### src/rtl/mips_regfile_onehot_if.sv
// Register-file bus: one-hot write port, two read ports and debug status.
// master = control/decoder side, slave = register file.
interface mips_regfile_onehot_if #(
  parameter int WIDTH = 32,
  parameter int CNT_W = 16
);
  logic             we;
  logic [31:0]      wsel;
  logic [WIDTH-1:0] wd;
  logic [4:0]       ra1;
  logic [4:0]       ra2;
  logic [WIDTH-1:0] rd1;
  logic [WIDTH-1:0] rd2;
  logic             onehot_err;
  logic [CNT_W-1:0] wr_cnt;

  modport master (
    output we, wsel, wd, ra1, ra2,
    input  rd1, rd2, onehot_err, wr_cnt
  );

  modport slave (
    input  we, wsel, wd, ra1, ra2,
    output rd1, rd2, onehot_err, wr_cnt
  );
endinterface

### src/rtl/mips_regfile_onehot.sv
// 32x32 MIPS register file, one-hot write select, $0 hardwired to zero.
// Reads are combinational (0 cycles), writes land on the edge; no backpressure.
module mips_regfile_onehot #(
  parameter int WIDTH  = 32,
  parameter int BYPASS = 1,
  parameter int CNT_W  = 16
) (
  input  logic                    clk,
  input  logic                    rst,
  mips_regfile_onehot_if.slave    bus
);

  logic [WIDTH-1:0] regs [32];
  logic [CNT_W-1:0] wr_cnt_q;
  logic             onehot_err_q;
  logic             sel_onehot;
  logic             legal;
  logic [WIDTH-1:0] rd1_c;
  logic [WIDTH-1:0] rd2_c;

  // x & (x-1) clears the lowest set bit; zero result with nonzero x means one-hot
  assign sel_onehot = (bus.wsel != 32'd0) && ((bus.wsel & (bus.wsel - 32'd1)) == 32'd0);
  assign legal      = bus.we && sel_onehot;

  // X on we/wsel leaves legal unknown, so the if falls through to the error path
  always_ff @(posedge clk) begin
    if (!rst) begin
      for (int i = 0; i < 32; i++) begin
        regs[i] <= '0;
      end
      wr_cnt_q     <= '0;
      onehot_err_q <= 1'b0;
    end else if (legal) begin
      for (int i = 1; i < 32; i++) begin
        if (bus.wsel[i]) begin
          regs[i] <= bus.wd;
        end
      end
      wr_cnt_q     <= wr_cnt_q + {{(CNT_W-1){1'b0}}, 1'b1};
      onehot_err_q <= 1'b0;
    end else if (!bus.we) begin
      onehot_err_q <= 1'b0;
    end else begin
      onehot_err_q <= 1'b1;
    end
  end

  always_comb begin
    rd1_c = '0;
    if (bus.ra1 != 5'd0) begin
      rd1_c = regs[bus.ra1];
      if ((BYPASS != 0) && legal && bus.wsel[bus.ra1]) begin
        rd1_c = bus.wd;
      end
    end
  end

  always_comb begin
    rd2_c = '0;
    if (bus.ra2 != 5'd0) begin
      rd2_c = regs[bus.ra2];
      if ((BYPASS != 0) && legal && bus.wsel[bus.ra2]) begin
        rd2_c = bus.wd;
      end
    end
  end

  assign bus.rd1        = rd1_c;
  assign bus.rd2        = rd2_c;
  assign bus.onehot_err = onehot_err_q;
  assign bus.wr_cnt     = wr_cnt_q;

endmodule
### src/flat_wrapper.sv
// flat-port wrapper written by rule: the top's interface ports become plain ports
module mips_regfile_onehot_flat 
#(
  parameter int WIDTH  = 32,
  parameter int BYPASS = 1,
  parameter int CNT_W  = 16
)
  (clk, rst, bus_we, bus_wsel, bus_wd, bus_ra1, bus_ra2, bus_rd1, bus_rd2, bus_onehot_err, bus_wr_cnt);
  mips_regfile_onehot_if #(.WIDTH(WIDTH), .CNT_W(CNT_W)) bus_i ();
  input  logic clk;
  input  logic rst;
  input wire logic [$bits(bus_i.we)-1:0] bus_we;
  input wire logic [$bits(bus_i.wsel)-1:0] bus_wsel;
  input wire logic [$bits(bus_i.wd)-1:0] bus_wd;
  input wire logic [$bits(bus_i.ra1)-1:0] bus_ra1;
  input wire logic [$bits(bus_i.ra2)-1:0] bus_ra2;
  output wire logic [$bits(bus_i.rd1)-1:0] bus_rd1;
  output wire logic [$bits(bus_i.rd2)-1:0] bus_rd2;
  output wire logic [$bits(bus_i.onehot_err)-1:0] bus_onehot_err;
  output wire logic [$bits(bus_i.wr_cnt)-1:0] bus_wr_cnt;
  assign bus_i.we = bus_we;
  assign bus_i.wsel = bus_wsel;
  assign bus_i.wd = bus_wd;
  assign bus_i.ra1 = bus_ra1;
  assign bus_i.ra2 = bus_ra2;
  assign bus_rd1 = bus_i.rd1;
  assign bus_rd2 = bus_i.rd2;
  assign bus_onehot_err = bus_i.onehot_err;
  assign bus_wr_cnt = bus_i.wr_cnt;
  mips_regfile_onehot #(.WIDTH(WIDTH), .BYPASS(BYPASS), .CNT_W(CNT_W)) u_core (.clk(clk), .rst(rst), .bus(bus_i));
endmodule
### config.mk
export PLATFORM = sky130hd
export DESIGN_NAME = mips_regfile_onehot_flat
export DESIGN_NICKNAME = d
export VERILOG_FILES = /design/src/rtl/mips_regfile_onehot_if.sv /design/src/rtl/mips_regfile_onehot.sv /design/src/flat_wrapper.sv
export SDC_FILE = /design/constraint.sdc
export NUM_CORES = 2
export LEC_CHECK = 0
export CAP_MARGIN = 0
export CORE_MARGIN = 2
export CORE_UTILIZATION = 25
export DETAILED_ROUTE_END_ITERATION = 10
export GPL_TIMING_DRIVEN = 1
export PLACE_DENSITY_LB_ADDON = 0.15
export SLEW_MARGIN = 30
export SYNTH_ARGS = -nofsm -noshare
export SYNTH_HDL_FRONTEND = slang
export SYNTH_SLANG_ARGS = --single-unit
### constraint.sdc
create_clock -name clk -period 16.8 [get_ports clk]
set_input_delay 4.2 -clock clk [delete_from_list [all_inputs] [get_ports clk]]
set_output_delay 4.2 -clock clk [all_outputs]
set_load 0.005 [all_outputs]
==> out/results.ini <==
[route]
avgRoutedWirePerCell_um=33.5
viasPerCell=5.17
firstDrtPassIters=5
drt-initial-drc-count=2854
drtAntennaViolNets=0
drc_errors=0
wirelength_um=198000
via_count=30600

[timing]
min_period_ps=13630
hold_violations=0
fmax_ghz=0.0734
fin_ws_ps=3180
worstMarginPinSlew_ps=1080
finalSetupTns_ps=0
drv_slew=0
fin_crit_sh_pct=81.1
finClkSkew_ps=15.7
fin_worst_hold_slack_ps=482
rsz0062_at_grt=no
slew_headroom_pct=28.1
setup_viol=0

[place]
dp.cells=5710
dp_hpwl_um=112000
io_buffers=157
pre_cts_ws_ps=3180
globalplace.congestion=0.780
place_area_um2=56100

[cts]
insertion_delay_ps=730
cts_buffer_depth=3
clk_pin_slew_ps=60
cts_hold_buffers=0
cts_max_level=3
cts_sinks=1009
cts_tree=done
cts_buffers=110
postCtsSetupRepairBufs=0
root_buffer=clkbuf_16
cts_resized=0

[synthesis]
synth_top_area_share_pct=58.2
syn_area_um2=51100
syn_inst=3067
synth.most_common_cell=edfxtp_1
yosysUniqueCellTypes=43
synth_area_leader_cell=edfxtp_1
synth_nets=3145
ys_ff_latch=1009
ys.flop_type=edfxtp_1
async_flop_share_pct=0
synthTopCellsByCount=edfxtp_1, mux4_2, nor2_1, clkbuf_1, nand2_1
yosysWarnings=0
ys_top_cells_by_area=edfxtp_1, mux4_2, nor2_1
yosysSeqAreaShare_pct=58.9
syn_avg_cell_area_um2=16.7
synth_edf_count=992

[critical_path]
crit_fanout=17
cp_slowest_cell=or4_4
path_delay_family=simple AND/OR/NAND/NOR gates
max_stage_delay_ps=850
cp.arrival_ps=9420
start_kind=primary input
path_class=primary input to output pin
cp-end-kind=output pin
required_ps=12600
critPathMostFrequentCell=or4_1
cp.buffers_inverters=3
path_cells=clkdlybuf4s50_1 -> or4_1 -> or4_1 -> o41ai_1 -> o211ai_1 -> or4_1 -> or4_4 -> buf_4 -> mux2i_1 -> clkdlybuf4s50_1

[grt]
overflow=0
grt_max_degree=113
grt_pass1_wl_um=271000
grt_pass1_vias=31900
met2_usage_pct=32.7
busiest_layer=met2
grt_use_total_pct=18.8
use_met3_pct=1.79
antenna_found_initial=7
met1_usage_pct=24.6

[floorplan]
die_area_um2=208000
die_w_um=456
pin_count=158
initial_utilization_pct=25.1
num_rows=166
die_height_um=456
coreArea_um2=204000

[layout]
fin_util_pct=29.2
stdcell_area_um2=59600
drive_gt1_share_pct=30.0
instances_no_fill=5914
fin_nets=3214
area_growth_pct=16.5

[pwr]
peakVddDrop_v=0.0000781
p_leak_nw=19.5
p_per_area_nw_per_um2=105
finalPower_mw=6.28

[status]
status=completed

[hold_path]
min_path_type=flip-flop to flip-flop

[job]
maxCapViolCount=0

cells by family (layout without fill, tap and decap cells):
kind of cell / Yosys count / after routing / share of synthesized area (%)
AO/OA/AOI/OAI: 95 / 95 / 1.53
adder cells (fa/ha/maj): 3 / 3 / 0.0636
buffers and inverters: 325 / 483 / 2.45
flip-flops: 1009 / 1009 / 58.9
multiplexers: 804 / 804 / 30.5
other: 0 / 1 / 0
AND/OR/NAND/NOR: 831 / 831 / 6.58
sequential cells by signal, summed over array words and instances, names as in the netlist:
| name | cells |
|---|---|
| u_core.regs | 992 |
| u_core.bus.wr_cnt | 16 |
| u_core.bus.onehot_err | 1 |
layout by cell type, fill, tap and decap left out, types with 5 or more instances in the layout:
cell type / synthesis / routed
a22o_1: 62 / 62
and3_1: 5 / 5
buf_12: 0 / 6
buf_4: 0 / 82
buf_6: 3 / 6
bufinv_16: 0 / 10
clkbuf_1: 223 / 31
clkbuf_16: 0 / 113
clkdlybuf4s50_1: 0 / 146
clkinv_1: 0 / 26
clkinv_2: 0 / 15
dfxtp_1: 17 / 17
edfxtp_1: 992 / 992
inv_1: 36 / 36
mux2_2: 64 / 64
mux2i_1: 144 / 144
mux4_2: 596 / 596
nand2_1: 159 / 127
nand2_2: 0 / 16
nand2_4: 0 / 12
nand2b_1: 14 / 14
nand3_1: 36 / 19
nand3_2: 0 / 17
nand4_1: 8 / 8
nor2_1: 558 / 558
nor3_1: 14 / 14
nor4_1: 16 / 16
o21ai_0: 7 / 6
or2_2: 5 / 5
or4_1: 8 / 6
report_power, final:
part | internal, mW | switching, mW
combinational | 0.398 | 0.450
clock | 1.38 | 1.05
sequential | 2.93 | 0.0686
cell type report:
class / count / area (um^2)
multi-input cells: 1733 / 20100
well taps: 2688 / 3360
fillers: 20200 / 144000
flip-flops and latches: 1009 / 30100
inverters: 36 / 135
clock inverters: 57 / 551
diodes: 1 / 2.50
clock buffers: 144 / 2940
repair buffers: 246 / 2380
path summary, 6_finish.rpt:
check | depth (start not counted) | to | slack, ps | from
worst min-delay path | 2 | u_core.bus.wr_cnt[15] | 480 | u_core.bus.wr_cnt[15]
worst min register to register | 2 | u_core.bus.wr_cnt[15] | 480 | u_core.bus.wr_cnt[15]
worst max-delay path | 10 | bus_rd1[16] | 3180 | bus_wsel[3]
worst max register to register | 7 | u_core.bus.wr_cnt[15] | 14700 | u_core.bus.wr_cnt[5]
per-layer routing:
metal  up-vias  share of wire [%]
li1      12500                  -
met1     16900                 42
met2       960                 51
met3       246                4.1
met4         0                3.0
met5         -                  0
worst reg2reg max path, stage by stage, from the launching register on:
cell     delay, ps
dfxtp_1        470
and4_1         330
nand2_1         70
nor2_1         190
and3_1         240
nand4_1        100
nor4_1         380
mux2i_1        230
Power figures use the tool's default switching activity.
